$ cat src/rtl/agc_mon_pkg.sv
// Shared definitions for the AGC monitor-port sequencer: op codes, FSM states, MT bit indices.
package agc_mon_pkg;

    localparam logic [2:0] MON_NOP   = 3'd0;
    localparam logic [2:0] MON_START = 3'd1;
    localparam logic [2:0] MON_STOP  = 3'd2;
    localparam logic [2:0] MON_LOAD  = 3'd3;
    localparam logic [2:0] MON_READ  = 3'd4;
    localparam logic [2:0] MON_LDCH  = 3'd5;
    localparam logic [2:0] MON_RDCH  = 3'd6;
    localparam logic [2:0] MON_RSVD  = 3'd7;

    localparam int unsigned MT01_IDX = 0;
    localparam int unsigned MT10_IDX = 9;
    localparam int unsigned MT12_IDX = 11;

    // StDecode gives the accepted command one cycle to route, which sets the 2-cycle latency.
    typedef enum logic [2:0] {
        StIdle,
        StDecode,
        StPulse,
        StAlign,
        StDrive,
        StResp
    } mon_state_e;

    function automatic logic op_is_load(input logic [2:0] op);
        return (op == MON_LOAD) || (op == MON_LDCH);
    endfunction

    function automatic logic op_is_read(input logic [2:0] op);
        return (op == MON_READ) || (op == MON_RDCH);
    endfunction

endpackage

$ cat src/rtl/agc_mon_edge.sv
// Registered copy of the MT timing pulses with registered MT10/MT12 rise detects and an
// any-edge flag, all one cycle behind the input.
module agc_mon_edge
    import agc_mon_pkg::*;
(
    input  logic        clk_i,
    input  logic        rst_ni,
    input  logic [11:0] mt_i,
    output logic        mt10_rise_o,
    output logic        mt12_rise_o,
    output logic        mt_edge_o
);

    logic [11:0] mt_q;
    logic        mt10_rise_q;
    logic        mt12_rise_q;
    logic        mt_edge_q;

    always_ff @(posedge clk_i or negedge rst_ni) begin
        if (!rst_ni) begin
            mt_q        <= '0;
            mt10_rise_q <= 1'b0;
            mt12_rise_q <= 1'b0;
            mt_edge_q   <= 1'b0;
        end else begin
            mt_q        <= mt_i;
            mt10_rise_q <= mt_i[MT10_IDX] & ~mt_q[MT10_IDX];
            mt12_rise_q <= mt_i[MT12_IDX] & ~mt_q[MT12_IDX];
            mt_edge_q   <= |(mt_i ^ mt_q);
        end
    end

    assign mt10_rise_o = mt10_rise_q;
    assign mt12_rise_o = mt12_rise_q;
    assign mt_edge_o   = mt_edge_q;

endmodule

$ cat src/rtl/agc_monitor_seq.sv
// Sequences the AGC monitor port for one valid/ready requester. Define AGC_MON_TIMEOUT_EN to
// abort ALIGN/DRIVE waits after TIMEOUT cycles without an MT edge.
module agc_monitor_seq
    import agc_mon_pkg::*;
#(
    parameter int unsigned PULSE_LEN = 256,
    parameter int unsigned TIMEOUT   = 65535
) (
    input  logic        SIM_CLK,
    input  logic        SIM_RST_n,
    input  logic        cmd_valid,
    output logic        cmd_ready,
    input  logic [2:0]  cmd_op,
    input  logic [15:0] cmd_data,
    output logic        rsp_valid,
    output logic [15:0] rsp_data,
    output logic        rsp_err,
    input  logic [11:0] MT,
    input  logic        MGOJAM,
    input  logic [15:0] MWL,
    output logic [15:0] MDT,
    output logic        MSTRT,
    output logic        MSTP,
    output logic        MLOAD,
    output logic        MREAD,
    output logic        MLDCH,
    output logic        MRDCH
);

    mon_state_e  state_q, state_d;
    logic [2:0]  op_q, op_d;
    logic [15:0] data_q, data_d;
    logic [31:0] cnt_q, cnt_d;
    logic        ready_q, ready_d;
    logic        mstrt_q, mstrt_d;
    logic        mstp_q, mstp_d;
    logic        mload_q, mload_d;
    logic        mread_q, mread_d;
    logic        mldch_q, mldch_d;
    logic        mrdch_q, mrdch_d;
    logic [15:0] mdt_q, mdt_d;
    logic [15:0] rsp_data_q, rsp_data_d;
    logic        rsp_err_q, rsp_err_d;

    logic mt10_rise;
    logic mt12_rise;
    logic mt_edge;
    logic tmo_hit;
    logic abort;

    agc_mon_edge u_edge (
        .clk_i       (SIM_CLK),
        .rst_ni      (SIM_RST_n),
        .mt_i        (MT),
        .mt10_rise_o (mt10_rise),
        .mt12_rise_o (mt12_rise),
        .mt_edge_o   (mt_edge)
    );

`ifdef AGC_MON_TIMEOUT_EN
    assign tmo_hit = ((state_q == StAlign) || (state_q == StDrive)) && (cnt_q >= TIMEOUT);
`else
    logic unused_tmo;
    assign tmo_hit    = 1'b0;
    assign unused_tmo = mt_edge ^ (TIMEOUT == 0);
`endif

    // GOJAM and timeout share one abort path; it outranks a coincident mt12_rise.
    assign abort = MGOJAM | tmo_hit;

    always_comb begin
        state_d    = state_q;
        op_d       = op_q;
        data_d     = data_q;
        cnt_d      = cnt_q;
        mstrt_d    = mstrt_q;
        mstp_d     = mstp_q;
        mload_d    = mload_q;
        mread_d    = mread_q;
        mldch_d    = mldch_q;
        mrdch_d    = mrdch_q;
        mdt_d      = mdt_q;
        rsp_data_d = rsp_data_q;
        rsp_err_d  = rsp_err_q;

        unique case (state_q)
            StIdle: begin
                if (cmd_valid && ready_q) begin
                    op_d       = cmd_op;
                    data_d     = cmd_data;
                    rsp_data_d = '0;
                    rsp_err_d  = 1'b0;
                    state_d    = StDecode;
                end
            end
            StDecode: begin
                case (op_q)
                    MON_NOP: state_d = StResp;
                    MON_START: begin
                        mstrt_d = 1'b1;
                        cnt_d   = PULSE_LEN - 1;
                        state_d = StPulse;
                    end
                    MON_STOP: begin
                        mstp_d  = 1'b1;
                        state_d = StResp;
                    end
                    MON_LOAD, MON_READ, MON_LDCH, MON_RDCH: begin
                        cnt_d   = '0;
                        state_d = StAlign;
                    end
                    default: begin
                        rsp_err_d = 1'b1;
                        state_d   = StResp;
                    end
                endcase
            end
            StPulse: begin
                if (cnt_q == '0) begin
                    mstrt_d = 1'b0;
                    mstp_d  = 1'b0;
                    state_d = StResp;
                end else begin
                    cnt_d = cnt_q - 32'd1;
                end
            end
            StAlign, StDrive: begin
`ifdef AGC_MON_TIMEOUT_EN
                cnt_d = mt_edge ? '0 : cnt_q + 32'd1;
`endif
                if (abort) begin
                    {mload_d, mread_d, mldch_d, mrdch_d} = '0;
                    mdt_d      = '0;
                    rsp_data_d = '0;
                    rsp_err_d  = 1'b1;
                    state_d    = StResp;
                end else if (state_q == StAlign) begin
                    if (mt12_rise) begin
                        mload_d = (op_q == MON_LOAD);
                        mread_d = (op_q == MON_READ);
                        mldch_d = (op_q == MON_LDCH);
                        mrdch_d = (op_q == MON_RDCH);
                        mdt_d   = op_is_load(op_q) ? data_q : '0;
                        cnt_d   = '0;
                        state_d = StDrive;
                    end
                end else begin
                    if (mt10_rise && op_is_read(op_q)) begin
                        rsp_data_d = MWL;
                    end
                    if (mt12_rise) begin
                        {mload_d, mread_d, mldch_d, mrdch_d} = '0;
                        mdt_d   = '0;
                        state_d = StResp;
                    end
                end
            end
            StResp:  state_d = StIdle;
            default: state_d = StIdle;
        endcase

        // Registered so cmd_ready stays low through reset and rises one cycle after release.
        ready_d = (state_d == StIdle);
    end

    always_ff @(posedge SIM_CLK or negedge SIM_RST_n) begin
        if (!SIM_RST_n) begin
            state_q    <= StIdle;
            op_q       <= MON_NOP;
            data_q     <= '0;
            cnt_q      <= '0;
            ready_q    <= 1'b0;
            mstrt_q    <= 1'b0;
            mstp_q     <= 1'b0;
            mload_q    <= 1'b0;
            mread_q    <= 1'b0;
            mldch_q    <= 1'b0;
            mrdch_q    <= 1'b0;
            mdt_q      <= '0;
            rsp_data_q <= '0;
            rsp_err_q  <= 1'b0;
        end else begin
            state_q    <= state_d;
            op_q       <= op_d;
            data_q     <= data_d;
            cnt_q      <= cnt_d;
            ready_q    <= ready_d;
            mstrt_q    <= mstrt_d;
            mstp_q     <= mstp_d;
            mload_q    <= mload_d;
            mread_q    <= mread_d;
            mldch_q    <= mldch_d;
            mrdch_q    <= mrdch_d;
            mdt_q      <= mdt_d;
            rsp_data_q <= rsp_data_d;
            rsp_err_q  <= rsp_err_d;
        end
    end

    assign cmd_ready = ready_q;
    assign rsp_valid = (state_q == StResp);
    assign rsp_data  = rsp_valid ? rsp_data_q : '0;
    assign rsp_err   = rsp_valid & rsp_err_q;
    assign MDT       = mdt_q;
    assign MSTRT     = mstrt_q;
    assign MSTP      = mstp_q;
    assign MLOAD     = mload_q;
    assign MREAD     = mread_q;
    assign MLDCH     = mldch_q;
    assign MRDCH     = mrdch_q;

endmodule

$ cat config.mk
export PLATFORM = sky130hd
export DESIGN_NAME = agc_monitor_seq
export DESIGN_NICKNAME = d
export VERILOG_FILES = /design/src/rtl/agc_mon_pkg.sv /design/src/rtl/agc_mon_edge.sv /design/src/rtl/agc_monitor_seq.sv
export SDC_FILE = /design/constraint.sdc
export NUM_CORES = 1
export LEC_CHECK = 0
export CORE_MARGIN = 5
export CORE_UTILIZATION = 55
export CTS_CLUSTER_SIZE = 8
export DETAILED_ROUTE_END_ITERATION = 6
export GPL_TIMING_DRIVEN = 0
export HOLD_SLACK_MARGIN = 0.15
export PLACE_DENSITY = 0.94
export SYNTH_ARGS = -nofsm -noshare
export SYNTH_HDL_FRONTEND = slang
export SYNTH_SLANG_ARGS = --single-unit
$ cat constraint.sdc
create_clock -name SIM_CLK -period 4 [get_ports SIM_CLK]
set_input_delay 0.4 -clock SIM_CLK [delete_from_list [all_inputs] [get_ports SIM_CLK]]
set_output_delay 0.4 -clock SIM_CLK [all_outputs]
set_load 0.02 [all_outputs]
Word-level counts from Yosys, hierarchy flattened
Cells that the tools add are included.
- bits in registers: 108
- input port bits: 51
- add/subtract/negate cells: 1
- equal/unequal tests: 24
- multiplexer cells: 47
- bitwise gates (word level): 5
- reduce and logical (&&, ||, !) cells: 23
- operators by type and width (cell ; count):
    $mux W16 ; 10
    $mux W32 ; 4
    $pmux W32 S3 ; 1
    $pmux W32 S2 ; 1
    $logic_not A32 Y1 ; 1
    $pmux W16 S2 ; 1
    $sub A32 B1 Y32 const B ; 1
    $mux W1 ; 19
    $mux W3 ; 6
    $ne A2 B2 Y1 const B ; 8
    $eq A3 B3 Y1 const B ; 5
    $eq A3 B2 Y1 const B ; 4
    $pmux W3 S4 ; 1
    $logic_not A3 Y1 ; 3
    $ne A3 B3 Y1 const B ; 3
    $reduce_and A4 Y1 ; 2
    $reduce_or A7 Y1 ; 1
    $eq A3 B1 Y1 const B ; 2
    $pmux W3 S2 ; 1
    $reduce_and A3 Y1 ; 2
    $reduce_and A6 Y1 ; 1
    $reduce_bool A2 Y1 ; 3
    $reduce_bool A3 Y1 ; 2
    $ne A2 B1 Y1 const B ; 2
    9 further kinds ; 16

Longest topological paths before layout
Gate-level depths: netlist of the first run.
- depth in word-level cells: 7
- depth in mapped cells: 9
- mapped depth without buffers: 8

By module
Synthesis of the first run repeated with hierarchy kept, for this count alone.
- cell total of the unflattened synthesis: 512
- area, all modules: 5252.5 µm²
- by module, submodules not included (module ; times used ; cells each ; area an instance (µm²)):
    agc_monitor_seq ; 1 ; 478 ; 4730.8
    agc_mon_edge ; 1 ; 34 ; 521.8

Least setup slack after synthesis of the first run
Ideal clock, no wire load.
- path kind: register -> register
- start point: register cnt_q[0]
- end point: register cnt_q[29]
- setup time: 136 ps
- data arrival time: 2302 ps
- slack: 1562 ps
- stages on the path, launching flop included: 10
- buffers on the path: 1
- path through: dfrtp_1 -> inv_1 -> ha_1 -> nor3b_1 -> nand4b_1 -> nor3b_2 -> buf_2 -> nand4b_1 -> or4_1 -> a21oi_1
- longest elaborated chain between the ends: 3
- elaborated cells between the ends (all ways): 6
- classes of those cells: add/sub (1); eq/ne (1); mux (2); reduce/logical (2)
- RTL lines (what ; RTL line ; RTL):
    start: declaration ; agc_monitor_seq.sv:33 ; logic [31:0] cnt_q, cnt_d;
    start signal: assignment ; agc_monitor_seq.sv:186 ; cnt_q <= cnt_d;
    $sub A32 B1 Y32 or $logic_not A32 Y1 (tied branches) ; agc_monitor_seq.sv:124, agc_monitor_seq.sv:119 ;
    $mux W32 or $ne A2 B2 Y1 (tied branches) ; -- ;
    $pmux W32 S3 or $reduce_and A6 Y1 (tied branches) ; -- ;
Parallel ways exist; a longest one is shown, timed or not. The select of a mux whose other input is x is not followed.
A chain may end at the register's enable or synchronous reset.

Worst setup path in the final report of the first run
- start point: register cnt_q[0]
- end point: register cnt_q[27]
Same word-level chain as after synthesis.

==> results.json, run 1 <==
{
  "outcome": "finished clean",
  "synthFlopType": "dfrtp_1",
  "r2r-start": "cnt_q[0]$_DFFE_PN0P_",
  "cts_hold_buffers": 1,
  "area_delta_synth_final_pct": 25.7,
  "hold_violations": 0,
  "async_reset_ff_share_pct": 100,
  "grt_pass1_vias": 4148,
  "switchingPower_uw": 1610,
  "stdcell_count": 656,
  "core_sq_um": 8130,
  "power_leakage_uw": 0.00242,
  "cp.required_ns": 4.23,
  "clockBufferDepth": 2,
  "crit_path_start_kind": "flop",
  "root_buffer": "clkbuf_8",
  "antenna_found_initial": 0,
  "grt_max_degree": 59,
  "hpwl_mm": 8.19,
  "finalSetupViolations": 0,
  "cts.clk_slew.worst_paths_ns": 0.11,
  "die_w_um": 101,
  "slew_viol_final": 0,
  "end_kind": "flop",
  "cpMostUsedCell": "nand4b_1",
  "grt_usage_pct": 24.3,
  "critical-path-top-delay-family": "simple AND/OR/NAND/NOR gates",
  "cts_made_buffers": 9,
  "crit_end": "cnt_q[27]$_DFFE_PN0P_",
  "ys_seq_area_share_pct": 53.9,
  "power_frac_seq_pct": 39.9,
  "p_sw_share_pct": 42.8,
  "pin_count": 92,
  "fin_ws_ns": 0.834,
  "reg2reg_to": "cnt_q[27]$_DFFE_PN0P_",
  "nets": 598,
  "dp_slack_ns": 0.984,
  "ctsHtreeMaxLevel": 3,
  "synth.distinct_cells": 48,
  "finalCritPeriodShare_pct": 79.2,
  "wire_per_inst_um": 17.8,
  "die_h_um": 101,
  "worstMarginPinSlew_ns": 0.877,
  "clock_latency_ns": 0.37,
  "dr.pass1.iters": 6,
  "layout-drive-gt1-share_pct": 9.26,
  "initial_utilization_pct": 56.0,
  "path_max_fanout": 10,
  "remaining_drc_errors": 0,
  "relSlewSlack_pct": 41.4,
  "cap_viol_max_count": 0,
  "clkSinkCount": 98,
  "synth_top_area_share_pct": 53.9,
  "via_per_inst": 6.05,
  "synth_area_per_cell_sq_um": 10.1,
  "synth_edf_count": 0,
  "synth_area_sq_um": 4550,
  "port_buffers": 81,
  "synthCells": 452,
  "p_comb_share_pct": 43.5,
  "clock_skew_ns": 0.0174,
  "peakVddDrop_mv": 0.345,
  "ant_nets": 0,
  "rsz0062_at_grt": "no",
  "row_count": 33,
  "antennaDiodeCount": 0,
  "cp_cell_sequence": "inv_1 -> ha_1 -> nor3b_1 -> nand4b_1 -> nor3b_2 -> buf_2 -> nand4b_1 -> or3_1 -> a21oi_1",
  "cts_resized": 0,
  "wirelength_mm": 11.7,
  "pwr-share-clk_pct": 16.5,
  "synth_area_leader_cell": "dfrtp_1",
  "r2r_slack_ns": 0.83,
  "yosys_warnings": 0,
  "crit_path_max_incr_delay_ns": 0.73,
  "p_per_area_nw_per_um2": 658,
  "min_path_type": "flop to flop",
  "rr_worst_depth": 9,
  "cts_setup_buffers": 0,
  "critical_path_class": "flop to flop",
  "grt-ovfl-total": 0,
  "synth_fp_nets": 504,
  "placed_cells": 639,
  "vias": 3967,
  "place.gp.congestion": 0.856,
  "critPathBufInv": 2,
  "yosys-top-cells-area": "dfrtp_1 (54%), mux2_2 (4.9%), o21ai_0 (4.7%)",
  "clock.fmax_mhz": 316,
  "drtIter0Drc": 322,
  "p_int_uw": 2160,
  "final.min_clock_period_ns": 3.17,
  "cts_tree": "yes",
  "cp_slowest_cell": "nor3b_1",
  "dieArea_sq_um": 10200,
  "cp_num_cells": 9,
  "setup.worst_path.start": "cnt_q[0]$_DFFE_PN0P_",
  "ys_ff_latch": 98,
  "cp.arrival_ns": 3.39,
  "grt_pass1_wl_mm": 19.8
}
[per-layer routing]
layer	global-route usage [%]	share of wire (%)	up-vias	routed length, um
li1	-	-	1803	-
met1	29.0	38	1938	4470
met2	40.6	50	188	5840
met3	8.72	8.8	38	1030
met4	8.59	2.8	0	327
met5	0	0	-	0
[power groups by stage]
stage	Sequential (uW)	Clock (uW)	Combinational (uW)
finish	1500	623	1640
detailed placement	1510	0	1590
CTS	1500	638	1620
global route	1540	672	1820
floorplan	1480	0	1130
global placement	1480	0	1510
[cells in the final DEF (no fill, tap or decap), types with 18 or more instances in the layout]
cell type	count
mux2_2	20
a22o_1	18
nand3_1	21
clkbuf_1	22
inv_1	22
clkdlybuf4s50_1	80
nor3_1	31
nor2_1	35
o21ai_0	43
a21oi_1	21
nand2_1	19
dfrtp_1	98
[synth_stat cells, drive strengths merged (11+ instances only)]
cell type	n
a22o	18
nor2	35
nor3	31
o21ai	43
nand3	21
clkbuf	24
a21oi	21
or4	11
mux2	20
inv	22
or3	11
nand2	19
dfrtp	98
[cell families (layout without fill, tap and decap cells)]
group	count (synthesis)	after routing	share of synthesized area, %
and+or+nand+nor	166	166	19.8
muxes	21	21	5.17
AOI/OAI and AO/OA	104	104	14.2
DFF	98	98	53.9
buffers and inverters	51	150	4.54
xor gates and xnor gates	11	11	2.12
adders and majority gates	1	1	0.275
[stage by stage]
step	instance area, sq um	setup TNS [ns]	utilization (%)	total power, uW	hold WS [ns]
after floorplan	4550	0	-	2610	0.104
after global placement	5490	-90.62	67.5	3000	0.384
after detailed placement	5520	0	67.9	3100	0.386
after CTS	5720	0	70.3	3750	0.414
after global routing	5720	0	70.3	4030	0.444
final	5720	0	70.3	3770	0.410
[worst min-delay path by stage]
stage / depth (start not counted) / from / end
floorplan: 0 / SIM_RST_n / MDT[0]$_DFFE_PN0P_
global placement: 1 / u_edge.mt_q[11]$_DFF_PN0_ / u_edge.mt12_rise_o$_DFF_PN0_
detailed placement: 1 / u_edge.mt_q[11]$_DFF_PN0_ / u_edge.mt12_rise_o$_DFF_PN0_
CTS: 1 / u_edge.mt_q[11]$_DFF_PN0_ / u_edge.mt12_rise_o$_DFF_PN0_
global route: 1 / u_edge.mt_q[11]$_DFF_PN0_ / u_edge.mt12_rise_o$_DFF_PN0_
finish: 1 / u_edge.mt_q[11]$_DFF_PN0_ / u_edge.mt12_rise_o$_DFF_PN0_
[state kept, by name, indices dropped and copies added, names as in the netlist]
name	count
MDT	16
MLOAD	1
u_edge.mt_q	2
u_edge.mt12_rise_o	1
state_q	3
MREAD	1
u_edge.mt10_rise_o	1
MRDCH	1
MLDCH	1
MSTRT	1
cmd_ready	1
rsp_err_q	1
MSTP	1
data_q	16
rsp_data_q	16
op_q	3
cnt_q	32
[cell type report]
| class | count | area [sq um] |
|---|---|---|
| flip-flops and latches | 98 | 2450 |
| fillers | 548 | 2410 |
| multi-input cells | 303 | 1890 |
| repair buffers | 83 | 846 |
| well taps | 105 | 131 |
| clock buffers | 9 | 124 |
| plain buffers | 29 | 124 |
| inverters | 22 | 82.6 |
| clock inverters | 7 | 67.6 |
(Power assumes the default switching activity.)
==> run 2, diff against run 1 <==
Settings changed: CORE_UTILIZATION 55 to 51, PLACE_DENSITY 0.94 to 0.88.
Clock period 4 ns to 2.93 ns, I/O delays scaled along.
==> run 2 against run 1 <==
Against the previous run:
- register-to-register slack got worse by 0.64 ns
- utilization decreased by 4.4 points
- sequential power increased by 36%
- final cell count increased by 0.46%
- setup slack got worse by 0.64 ns
- non-clock buffer count unchanged
- critical path type unchanged
- flip-flop and latch count unchanged
- critical path depth decreased by 1
- wire length decreased by 5.0%
==> results.json, run 2 (synthesis gave the netlist of run 1 again) <==
{
  "outcome": "finished clean",
  "grt_pass1_vias": 3967,
  "grt_pass1_wl_mm": 18.9,
  "crit_path_start_kind": "flop",
  "placed_cells": 642,
  "whs_endpoint": "u_edge.mt_q[11]$_DFF_PN0_",
  "drtIter0Drc": 247,
  "clock.fmax_mhz": 366,
  "gr-usage-met3_pct": 6.52,
  "cts.clk_slew.worst_paths_ns": 0.10,
  "wirelength_mm": 11.1,
  "cp.required_ns": 3.17,
  "top_usage_layer": "met2",
  "vias": 3869,
  "wire_per_inst_um": 16.8,
  "initial_utilization_pct": 52.2,
  "min_path_type": "input pin to flop",
  "finalCritPeriodShare_pct": 93.3,
  "place_area_sq_um": 5520,
  "ant_nets": 0,
  "clock_skew_ns": 0.00779,
  "place.gp.congestion": 0.925,
  "via_per_inst": 5.87,
  "grt_usage_pct": 20.5,
  "utilization_pct": 66.0,
  "cap_viol_max_count": 0,
  "cts_setup_buffers": 0,
  "core_sq_um": 8720,
  "worstMarginPinSlew_ns": 0.669,
  "die_h_um": 104,
  "layout_common_cells": "dfrtp_1 (98), clkdlybuf4s50_1 (80), o21ai_0 (43)",
  "stdcell_count": 659,
  "grt_max_degree": 53,
  "dr.pass1.iters": 4,
  "die_w_um": 104,
  "critical_path_class": "flop to flop",
  "power_leakage_uw": 0.00243,
  "root_buffer": "clkbuf_8",
  "finalSetupTns_ns": 0,
  "clock_latency_ns": 0.37,
  "setup.worst_path.start": "state_q[1]$_DFF_PN0_",
  "slew_viol_final": 0,
  "min_from": "MT[11]",
  "antennaDiodeCount": 0,
  "path_max_fanout": 10,
  "layout_commonest_cell": "dfrtp_1",
  "cp.arrival_ns": 2.97,
  "grtUsageMet1_pct": 25.7,
  "final.min_clock_period_ns": 2.73,
  "peakVddDrop_mv": 0.527,
  "power_uw": 5200,
  "end_kind": "flop",
  "antenna_found_initial": 0,
  "holdPathStages": 1,
  "r2r_slack_ns": 0.20,
  "hold_violations": 0,
  "met2_usage_pct": 34.3,
  "p_per_area_nw_per_um2": 904,
  "dieArea_sq_um": 10900,
  "fin_area_sq_um": 5750,
  "rsz0062_at_grt": "no",
  "nets": 598,
  "largest_reg_flops": 32,
  "hpwl_mm": 8.13,
  "r2r-start": "state_q[1]$_DFF_PN0_",
  "layout-drive-gt1-share_pct": 9.44,
  "ctsHtreeMaxLevel": 3,
  "finalSetupViolations": 0,
  "relSlewSlack_pct": 55.4,
  "port_buffers": 81,
  "cts_made_buffers": 9,
  "remaining_drc_errors": 0,
  "rr_worst_depth": 8,
  "pin_count": 92,
  "clkSinkCount": 98,
  "area_delta_synth_final_pct": 26.4,
  "clockBufferDepth": 2,
  "reg2reg_to": "cnt_q[26]$_DFFE_PN0P_",
  "top_register": "cnt_q",
  "cts_tree": "yes",
  "row_count": 34,
  "grt-ovfl-total": 0
}
## run 2: changes by cell type in the layout (fill, tap and decap cells not counted)
cell	before	now
nor3b_4	0	1
nor3b_1	1	0
inv_6	4	3
clkinv_8	1	0
clkinv_2	1	0
clkinv_4	0	1
clkinvlp_4	0	1
bufinv_16	0	1
## run 2: through the flow
step / hold WS [ns] / setup WS (ns)
after floorplan: -0.00259 / 0.492
after global placement: 0.384 / -1.97
after detailed placement: 0.346 / -0.118
after CTS: 0.375 / 0.205
after global routing: 0.386 / 0.0220
final: 0.390 / 0.195
## run 2: repair_timing
action                                  4_1_cts  5_1_grt
endpoints found under the hold margin        46        0
pin swaps                                     0        0
endpoints found under the setup margin        9        4
resized for setup                             1        1
hold buffers                                  1        0
## run 2: final cells by class
type | count | area, sq um
clock buffer | 9 | 124
inverter | 22 | 82.6
buffer | 29 | 124
clock inverter | 7 | 83.8
tap | 108 | 135
timing repair buffer | 83 | 846
multi-input combinational | 303 | 1900
sequential | 98 | 2450
fill | 652 | 2970
## run 2: critical path: stages (launching register included)
cell	delay, ns
dfrtp_1	0.44
nand2b_1	0.16
clkbuf_1	0.23
or3_1	0.41
a21o_2	0.25
nor2_1	0.17
clkbuf_1	0.41
buf_1	0.42
nor2_1	0.11
## run 2: worst max-delay path by stage
| stage | cells past startpoint | slack, ns | end |
|---|---|---|---|
| after floorplan | 9 | 0.49 | cnt_q[29]$_DFFE_PN0P_ |
| after global placement | 1 | -1.97 | data_q[3]$_DFFE_PN0P_ |
| after detailed placement | 9 | -0.12 | cnt_q[25]$_DFFE_PN0P_ |
| after CTS | 9 | 0.21 | cnt_q[25]$_DFFE_PN0P_ |
| after global routing | 8 | 0.02 | cnt_q[26]$_DFFE_PN0P_ |
| final | 8 | 0.20 | cnt_q[26]$_DFFE_PN0P_ |
## run 2: routing by layer
metal / wire length (um) / vias to the layer above
met1: 4570 / 1889
met3: 800 / 18
met5: 0 / -
li1: - / 1811
met4: 174 / 0
met2: 5530 / 151
## run 2: power breakdown
| part | leakage (uW) | switching [uW] | total, uW | internal [uW] |
|---|---|---|---|---|
| registers | 0.00129 | 281 | 2040 | 1760 |
| clock network | 0.000103 | 515 | 926 | 412 |
| logic | 0.00103 | 1380 | 2240 | 859 |
| total | 0.00243 | 2170 | 5200 | 3030 |
